===== config.mk =====
export PLATFORM = sky130hd
export DESIGN_NAME = imm_gen_pipe_flat
export DESIGN_NICKNAME = d
export VERILOG_FILES = /design/src/rtl/imm_gen_pipe_if.sv /design/src/rtl/imm_gen_pipe.sv /design/src/flat_wrapper.sv
export SDC_FILE = /design/constraint.sdc
export NUM_CORES = 1
export LEC_CHECK = 0
export BUFFER_PORTS_ARGS = -buffer_cell sky130_fd_sc_hd__buf_4
export CAP_MARGIN = 15
export CORE_MARGIN = 4
export CORE_UTILIZATION = 45
export CTS_BUF_LIST = sky130_fd_sc_hd__clkbuf_16
export DETAILED_ROUTE_END_ITERATION = 6
export GPL_TIMING_DRIVEN = 0
export PLACE_DENSITY_LB_ADDON = 0.05
export SYNTH_ARGS = -nofsm -noshare
export SYNTH_HDL_FRONTEND = slang
export SYNTH_SLANG_ARGS = --single-unit
export TNS_END_PERCENT = 20

===== constraint.sdc =====
create_clock -name clk -period 11.87 [get_ports clk]
set_input_delay 2.374 -clock clk [delete_from_list [all_inputs] [get_ports clk]]
set_output_delay 2.374 -clock clk [all_outputs]
set_load 0.03 [all_outputs]

===== src/rtl/imm_gen_pipe_if.sv =====
// ---------------------------------------------------------------------------
// imm_gen_pipe_if
// Bundles the signals between decode, the immediate generator FIFO and execute.
//   in_valid/in_ready/instr/immsrc : producer side (decode -> generator)
//   flush                          : synchronous queue flush
//   out_valid/out_ready            : consumer handshake (generator -> execute)
//   immext/imm_fmt/illegal         : head-entry payload
//   err_count                      : saturating count of accepted illegal entries
// The slave modport is the generator's view; master is the surrounding logic.
// ---------------------------------------------------------------------------
interface imm_gen_pipe_if #(
    parameter int XLEN = 32
);
    logic            in_valid;
    logic            in_ready;
    logic [31:0]     instr;
    logic [2:0]      immsrc;
    logic            flush;
    logic            out_valid;
    logic            out_ready;
    logic [XLEN-1:0] immext;
    logic [2:0]      imm_fmt;
    logic            illegal;
    logic [15:0]     err_count;

    modport master (
        output in_valid, instr, immsrc, flush, out_ready,
        input  in_ready, out_valid, immext, imm_fmt, illegal, err_count
    );

    modport slave (
        input  in_valid, instr, immsrc, flush, out_ready,
        output in_ready, out_valid, immext, imm_fmt, illegal, err_count
    );
endinterface


===== src/rtl/imm_gen_pipe.sv =====
// ---------------------------------------------------------------------------
// imm_gen_pipe
// Decode-stage immediate generator followed by a DEPTH-entry FIFO so decode
// and execute can stall independently.
// Parameters:
//   XLEN        : immediate width, 32 or 64
//   DEPTH       : FIFO entries, power of two, >= 2
//   AUTO_DECODE : 1 = format from opcode/funct3, 0 = format from immsrc
// Ports:
//   clk   : rising-edge clock
//   reset : asynchronous active-high reset, clears queue and error counter
//   bus   : imm_gen_pipe_if slave (handshakes, payload, flush, err_count)
// ---------------------------------------------------------------------------
module imm_gen_pipe #(
    parameter int XLEN        = 32,
    parameter int DEPTH       = 2,
    parameter int AUTO_DECODE = 1
) (
    input logic           clk,
    input logic           reset,
    imm_gen_pipe_if.slave bus
);
    localparam int AW = $clog2(DEPTH);
    localparam logic [AW:0] CNT_FULL = DEPTH[AW:0];

    typedef enum logic [2:0] {
        FMT_I = 3'b000,
        FMT_S = 3'b001,
        FMT_B = 3'b010,
        FMT_J = 3'b011,
        FMT_U = 3'b100,
        FMT_Z = 3'b101,
        FMT_N = 3'b110,
        FMT_X = 3'b111
    } fmt_e;

    // ------------------------------------------------------------------
    // Format selection
    // ------------------------------------------------------------------
    fmt_e dec_fmt;
    fmt_e fmt;

    always_comb begin
        dec_fmt = FMT_X;
        case (bus.instr[6:0])
            7'b0000011, 7'b0010011,
            7'b1100111, 7'b0011011: dec_fmt = FMT_I;
            7'b0100011:             dec_fmt = FMT_S;
            7'b1100011:             dec_fmt = FMT_B;
            7'b1101111:             dec_fmt = FMT_J;
            7'b0110111, 7'b0010111: dec_fmt = FMT_U;
            // SYSTEM: funct3[2] selects the CSR immediate (uimm) forms
            7'b1110011:             dec_fmt = bus.instr[14] ? FMT_Z : FMT_I;
            7'b0110011, 7'b0111011: dec_fmt = FMT_N;
            default:                dec_fmt = FMT_X;
        endcase
    end

    assign fmt = (AUTO_DECODE != 0) ? dec_fmt : fmt_e'(bus.immsrc);

    // ------------------------------------------------------------------
    // Immediate extraction and extension
    // ------------------------------------------------------------------
    logic [XLEN-1:0] imm;
    logic            ill;

    always_comb begin
        imm = '0;
        ill = 1'b0;
        case (fmt)
            FMT_I: imm = {{(XLEN-12){bus.instr[31]}}, bus.instr[31:20]};
            FMT_S: imm = {{(XLEN-12){bus.instr[31]}}, bus.instr[31:25], bus.instr[11:7]};
            FMT_B: imm = {{(XLEN-13){bus.instr[31]}}, bus.instr[31], bus.instr[7],
                          bus.instr[30:25], bus.instr[11:8], 1'b0};
            FMT_J: imm = {{(XLEN-21){bus.instr[31]}}, bus.instr[31], bus.instr[19:12],
                          bus.instr[20], bus.instr[30:21], 1'b0};
            FMT_U: imm = {{(XLEN-32){bus.instr[31]}}, bus.instr[31:12], 12'b0};
            FMT_Z: imm = {{(XLEN-5){1'b0}}, bus.instr[19:15]};
            FMT_N: imm = '0;
            default: begin
                imm = '0;
                ill = 1'b1;
            end
        endcase
    end

    // ------------------------------------------------------------------
    // FIFO control
    // ------------------------------------------------------------------
    logic [AW-1:0] wr_ptr;
    logic [AW-1:0] rd_ptr;
    logic [AW:0]   count;
    logic [15:0]   err_q;
    logic          push;
    logic          pop;

    // Ready/valid come only from the registered count, never from inputs.
    assign bus.in_ready  = (count != CNT_FULL);
    assign bus.out_valid = (count != '0);

    // Flush discards any same-cycle transfer on either side.
    assign push = bus.in_valid  && bus.in_ready  && !bus.flush;
    assign pop  = bus.out_valid && bus.out_ready && !bus.flush;

    always_ff @(posedge clk or posedge reset) begin
        if (reset) begin
            wr_ptr <= '0;
            rd_ptr <= '0;
            count  <= '0;
        end else if (bus.flush) begin
            wr_ptr <= '0;
            rd_ptr <= '0;
            count  <= '0;
        end else begin
            if (push) wr_ptr <= wr_ptr + AW'(1);
            if (pop)  rd_ptr <= rd_ptr + AW'(1);
            case ({push, pop})
                2'b10:   count <= count + 1'b1;
                2'b01:   count <= count - 1'b1;
                default: count <= count;
            endcase
        end
    end

    // Flush leaves the counter alone; only reset clears it.
    always_ff @(posedge clk or posedge reset) begin
        if (reset) begin
            err_q <= '0;
        end else if (push && ill && (err_q != 16'hFFFF)) begin
            err_q <= err_q + 16'd1;
        end
    end

    assign bus.err_count = err_q;

    // ------------------------------------------------------------------
    // Storage
    // ------------------------------------------------------------------
    logic [XLEN-1:0] mem_imm [DEPTH];
    logic [2:0]      mem_fmt [DEPTH];
    logic            mem_ill [DEPTH];

    // NOTE: the entry array has no reset; count gates every read, so stale
    // contents are never observable and the storage stays plain flops/RAM.
    always_ff @(posedge clk) begin
        if (push) begin
            mem_imm[wr_ptr] <= imm;
            mem_fmt[wr_ptr] <= fmt;
            mem_ill[wr_ptr] <= ill;
        end
    end

    // Payload reads as zero whenever the queue is empty.
    assign bus.immext  = bus.out_valid ? mem_imm[rd_ptr] : '0;
    assign bus.imm_fmt = bus.out_valid ? mem_fmt[rd_ptr] : 3'b000;
    assign bus.illegal = bus.out_valid ? mem_ill[rd_ptr] : 1'b0;
endmodule


===== src/flat_wrapper.sv =====
// flat-port wrapper written by rule: the top's interface ports become plain ports
module imm_gen_pipe_flat 
#(
    parameter int XLEN        = 32,
    parameter int DEPTH       = 2,
    parameter int AUTO_DECODE = 1
)
  (clk, reset, bus_in_valid, bus_instr, bus_immsrc, bus_flush, bus_out_ready, bus_in_ready, bus_out_valid, bus_immext, bus_imm_fmt, bus_illegal, bus_err_count);
  imm_gen_pipe_if #(.XLEN(XLEN)) bus_i ();
  input logic clk;
  input logic reset;
  input wire logic [$bits(bus_i.in_valid)-1:0] bus_in_valid;
  input wire logic [$bits(bus_i.instr)-1:0] bus_instr;
  input wire logic [$bits(bus_i.immsrc)-1:0] bus_immsrc;
  input wire logic [$bits(bus_i.flush)-1:0] bus_flush;
  input wire logic [$bits(bus_i.out_ready)-1:0] bus_out_ready;
  output wire logic [$bits(bus_i.in_ready)-1:0] bus_in_ready;
  output wire logic [$bits(bus_i.out_valid)-1:0] bus_out_valid;
  output wire logic [$bits(bus_i.immext)-1:0] bus_immext;
  output wire logic [$bits(bus_i.imm_fmt)-1:0] bus_imm_fmt;
  output wire logic [$bits(bus_i.illegal)-1:0] bus_illegal;
  output wire logic [$bits(bus_i.err_count)-1:0] bus_err_count;
  assign bus_i.in_valid = bus_in_valid;
  assign bus_i.instr = bus_instr;
  assign bus_i.immsrc = bus_immsrc;
  assign bus_i.flush = bus_flush;
  assign bus_i.out_ready = bus_out_ready;
  assign bus_in_ready = bus_i.in_ready;
  assign bus_out_valid = bus_i.out_valid;
  assign bus_immext = bus_i.immext;
  assign bus_imm_fmt = bus_i.imm_fmt;
  assign bus_illegal = bus_i.illegal;
  assign bus_err_count = bus_i.err_count;
  imm_gen_pipe #(.XLEN(XLEN), .DEPTH(DEPTH), .AUTO_DECODE(AUTO_DECODE)) u_core (.clk(clk), .reset(reset), .bus(bus_i));
endmodule

==> implementation parameters <==
Parameter                              Value

Synth
  Main synth FF type ... sky130_fd_sc_hd__edfxtp_1
  Top cell types by occurrence after synthesis ... sky130_fd_sc_hd__edfxtp_1 (72), sky130_fd_sc_hd__nor2_1 (45), sky130_fd_sc_hd__mux2i_1 (37), sky130_fd_sc_hd__a21o_1 (20), sky130_fd_sc_hd__dfrtp_1 (20)
  Area fraction of the dominant cell type after synthesis ... 49.7%
  Number of unique standard cell types used by synthesis ... 45
  Fraction of the yosys area taken by sequential cells ... around three fifths
  Top area cells in the synthesized netlist ... sky130_fd_sc_hd__edfxtp_1 (50%), sky130_fd_sc_hd__dfrtp_1 (11%), sky130_fd_sc_hd__mux2i_1 (8.5%)
  Synthesized instance count ... about 360
  Area of the mapped netlist ... between 4000 and 5000 um2
  Syn avg cell area ... between 10 and 15 um2
  Number of enable flip-flop cells after synthesis ... 72
  Synth area leader ... sky130_fd_sc_hd__edfxtp_1
  Number of storage elements in the synthesis netlist ... between 90 and 100
  Most repeated cell in the gate-level netlist after synthesis ... sky130_fd_sc_hd__edfxtp_1
  Number of warnings printed during yosys synthesis ... 0
  Net Count, Synth ... 397
  Post-synth ARST share ... 21.7%

Timing
  Slew Limit Headroom ... 26.1%
  Worst hold margin ... 0.522 ns
  Post-route worst setup slack ... 7.22 ns
  Worst clock skew ... roughly 0.0099 ns
  Fin. Hold Viols ... 0
  Sum of negative setup slack ... 0 ns
  Final period demand of the worst path ... roughly 4.7 ns
  Final setup violating endpoints ... 0
  Setup repair after global routing missed its margin ... false
  Actual slew at the worst max-slew pin ... 1.10 ns
  Final Cycle Share ... between 30 and 40%
  Max-slew violations ... 0
  Maximum clock frequency ... between 0.2 and 0.25 GHz

Critical path
  CP max stage delay ... roughly 0.67 ns
  Buffering stage count on the worst path with inverters included ... 2
  Setup slack of the most critical reg-to-reg path ... between 9 and 10 ns
  Crit-path leading delay family ... simple AND/OR/NAND/NOR gates
  Worst Setup Path Type ... reg -> out
  Cell type of the slowest stage on the worst timing path ... sky130_fd_sc_hd__nor2_1
  Endpoint class of the critical path ... output port
  Series of cell instances along the critical path ... nor2_1, clkbuf_1, nor2_1, buf_4
  Crit path capture ... bus_immext[23]
  Kind of start point of the critical path ... flop
  Crit. Startpoint ... u_core.count[0]
  Cell occurring most often along the worst timing path ... sky130_fd_sc_hd__nor2_1
  Worst reg2reg endpoint ... u_core.mem_imm[1][7]
  Crit path max fanout ... 10
  Reg2reg path depth ... 6
  Launch instance of the worst register-to-register path ... u_core.count[1]
  Required arrival time at the worst endpoint ... between 9 and 10 ns
  WP data arrival ... roughly 2.3 ns
  Stages on the worst setup path ... 4

Finish
  Fraction of final layout cells sized beyond drive strength 1 ... between 20 and 30%
  Area Growth Syn to Fin ... 27.3%
  Post-Layout Inst Area ... between 5000 and 6000 um2
  Count of placed standard cells in the final layout, fillers left out ... 596
  Count of inserted antenna diode cells ... 0
  Filler instances ... 800
  Final nets ... slightly above 500

Floorplanning
  Placeable Area ... between 9000 and 10000 um2
  DIE AREA ... 11300 um2
  IO Count ... 94
  Num rows ... 35
  DIE HEIGHT ... between 100 and 150 um
  Initial core utilization ... 46.7%
  Die width ... 106 um

Global routing
  Pin count of the biggest net entering global routing ... 21
  Via count of the first global-routing pass ... between 3000 and 4000
  Initial antenna violation count ... 0
  Wire length of the first global-routing pass ... ~16000 um
  Total track usage ... between 10% and 20%
  Residual overflow from global routing ... 0

Drt
  Number of detailed-routing iterations run before antenna repair ... 4
  First-iteration detailed-routing DRC count ... 110
  Residual DRC count ... 0
  Final routed wire length divided by cell count ... about 16 um
  Vias ... about 3100
  Aggregate routed wire length ... between 9000 and 10000 um
  DR vias/cell ... 5.24
  DRT antenna net count ... 0

Placed design
  Number of port buffers ... slightly below 90
  Hpwl dp ... 7110 um
  Placed Area ... 5270 um2
  Placement-stage worst setup slack ... 7.34 ns
  Final GP Congestion ... about 0.82
  Post-Place Cells ... 580

Clocking
  Cts hold-fix bufs ... 0
  CTS tree ... yes
  Clk root buf ... sky130_fd_sc_hd__clkbuf_16
  Maximum root-to-sink buffer count ... 2
  Clock transition at the registers of the reported paths ... ~0.070 ns
  Post-CTS Setup Repair Bufs ... 0
  CTS-repair resized insts ... 0
  Latest clock arrival within the worst-skew pair ... between 0.3 and 0.4 ns
  Cts bufs inserted ... 9
  Sink Count ... slightly above 90
  H-tree lvl count ... 3

Power
  Pwr/cell area ... 145 nW/um2
  Max VDD drop ... 76.6 uV
  Static leakage ... ~0.0024 uW

Outcome
  Result of the run ... finished, final reports clean

Flow run
  Max-cap violation count ... 0

Worst hold path
  Worst min-delay path category ... reg -> reg
==> routing by layer <==
layer | wire length (um) | vias to the layer above | track usage [%] | share of wire (%)
met5 | 0 | - | 0 | 0
met1 | 4330 | 1507 | 23.3 | 44
li1 | - | 1524 | - | -
met4 | 104 | 0 | 5.09 | 1.1
met2 | 4850 | 80 | 30.0 | 50
met3 | 477 | 10 | 3.70 | 4.9
==> area by class of cell <==
type / instances / area, um2 / share of cell area, %
clock inverters: 7 / 52.6 / 0.948
clock buffers: 9 / 225 / 4.06
plain buffers: 20 / 95.1 / 1.72
multi-input cells: 231 / 1560 / 28.1
well taps: 129 / 161 / 2.91
inverters: 13 / 48.8 / 0.880
flip-flops and latches: 92 / 2660 / 48.0
repair buffers: 95 / 739 / 13.3
==> worst register-to-register path: stages, from the launching register on <==
cell and delay, ns:
sky130_fd_sc_hd__dfrtp_1 0.42, sky130_fd_sc_hd__nor2b_1 0.18, sky130_fd_sc_hd__inv_1 0.11, sky130_fd_sc_hd__nand2_1 0.12, sky130_fd_sc_hd__nor3b_2 0.82, sky130_fd_sc_hd__buf_6 0.27, sky130_fd_sc_hd__buf_6 0.16
==> cell families (layout without fill, tap and decap cells) <==
| group | count (synthesis) | count (layout) | share of synthesized area (%) |
|---|---|---|---|
| compound gates | 53 | 53 | 8.91 |
| xor+xnor | 16 | 16 | 3.22 |
| fa+ha+maj | 1 | 1 | 0.287 |
| buf+inv | 33 | 144 | 3.30 |
| flops | 92 | 92 | 61.1 |
| mux | 38 | 38 | 8.76 |
| simple gates | 123 | 123 | 14.4 |
==> flip-flops by register name, summed over array words and instances, names as in the netlist <==
| register | count |
|---|---|
| u_core.wr_ptr | 1 |
| u_core.bus.err_count | 16 |
| u_core.mem_ill | 2 |
| u_core.rd_ptr | 1 |
| u_core.mem_imm | 64 |
| u_core.mem_fmt | 6 |
| u_core.count | 2 |
==> worst min-delay path by stage <==
stage / start / cells after the start / slack (ns) / endpoint
final: u_core.bus.err_count[5] / 1 / 0.52 / u_core.bus.err_count[5]
after global routing: u_core.bus.err_count[5] / 1 / 0.55 / u_core.bus.err_count[5]
after CTS: u_core.bus.err_count[5] / 1 / 0.53 / u_core.bus.err_count[5]
after detailed placement: u_core.bus.err_count[9] / 1 / 0.51 / u_core.bus.err_count[9]
after global placement: u_core.bus.err_count[9] / 1 / 0.51 / u_core.bus.err_count[9]
after floorplan: u_core.wr_ptr / 2 / 0.52 / u_core.wr_ptr
==> cell usage in the layout (no fill, tap or decap), types with 2 or more instances in the layout <==
cell                         Yosys  routed
sky130_fd_sc_hd__buf_4           3      91
sky130_fd_sc_hd__edfxtp_1       72      72
sky130_fd_sc_hd__nor2_1         45      45
sky130_fd_sc_hd__mux2i_1        37      37
sky130_fd_sc_hd__a21o_1         20      20
sky130_fd_sc_hd__dfrtp_1        20      20
sky130_fd_sc_hd__nand2_1        16      16
sky130_fd_sc_hd__inv_1          13      14
sky130_fd_sc_hd__nand4_1        12      12
sky130_fd_sc_hd__xnor2_1        12      12
sky130_fd_sc_hd__nand3_1        11      11
sky130_fd_sc_hd__clkbuf_1        9       9
sky130_fd_sc_hd__clkbuf_16       0       9
sky130_fd_sc_hd__a21oi_1         7       7
sky130_fd_sc_hd__buf_2           7       7
sky130_fd_sc_hd__and2_1          7       7
sky130_fd_sc_hd__o21ai_0         7       7
sky130_fd_sc_hd__buf_6           0       7
sky130_fd_sc_hd__and4_1          5       5
sky130_fd_sc_hd__and3_1          5       5
sky130_fd_sc_hd__a22oi_1         5       5
sky130_fd_sc_hd__nor2b_1         4       4
sky130_fd_sc_hd__xor2_1          4       4
sky130_fd_sc_hd__a211o_1         3       3
sky130_fd_sc_hd__nor4_1          3       3
sky130_fd_sc_hd__nor3_1          4       3
sky130_fd_sc_hd__clkinvlp_4      0       3
sky130_fd_sc_hd__or2_2           2       2
sky130_fd_sc_hd__a211oi_2        2       2
sky130_fd_sc_hd__o22ai_1         2       2
sky130_fd_sc_hd__clkinv_4        0       2
==> through the flow <==
stage	power, uW	utilization (%)
global placement	546	55.5
floorplan	485	-
detailed placement	550	56.4
CTS	813	59.4
finish	805	59.4
global route	840	59.4
==> report_power, final <==
part / switching (uW) / internal [uW]
logic: 99.1 / 61.6
clock network: 121 / 143
registers: 14.9 / 366
(Power assumes the default switching activity.)
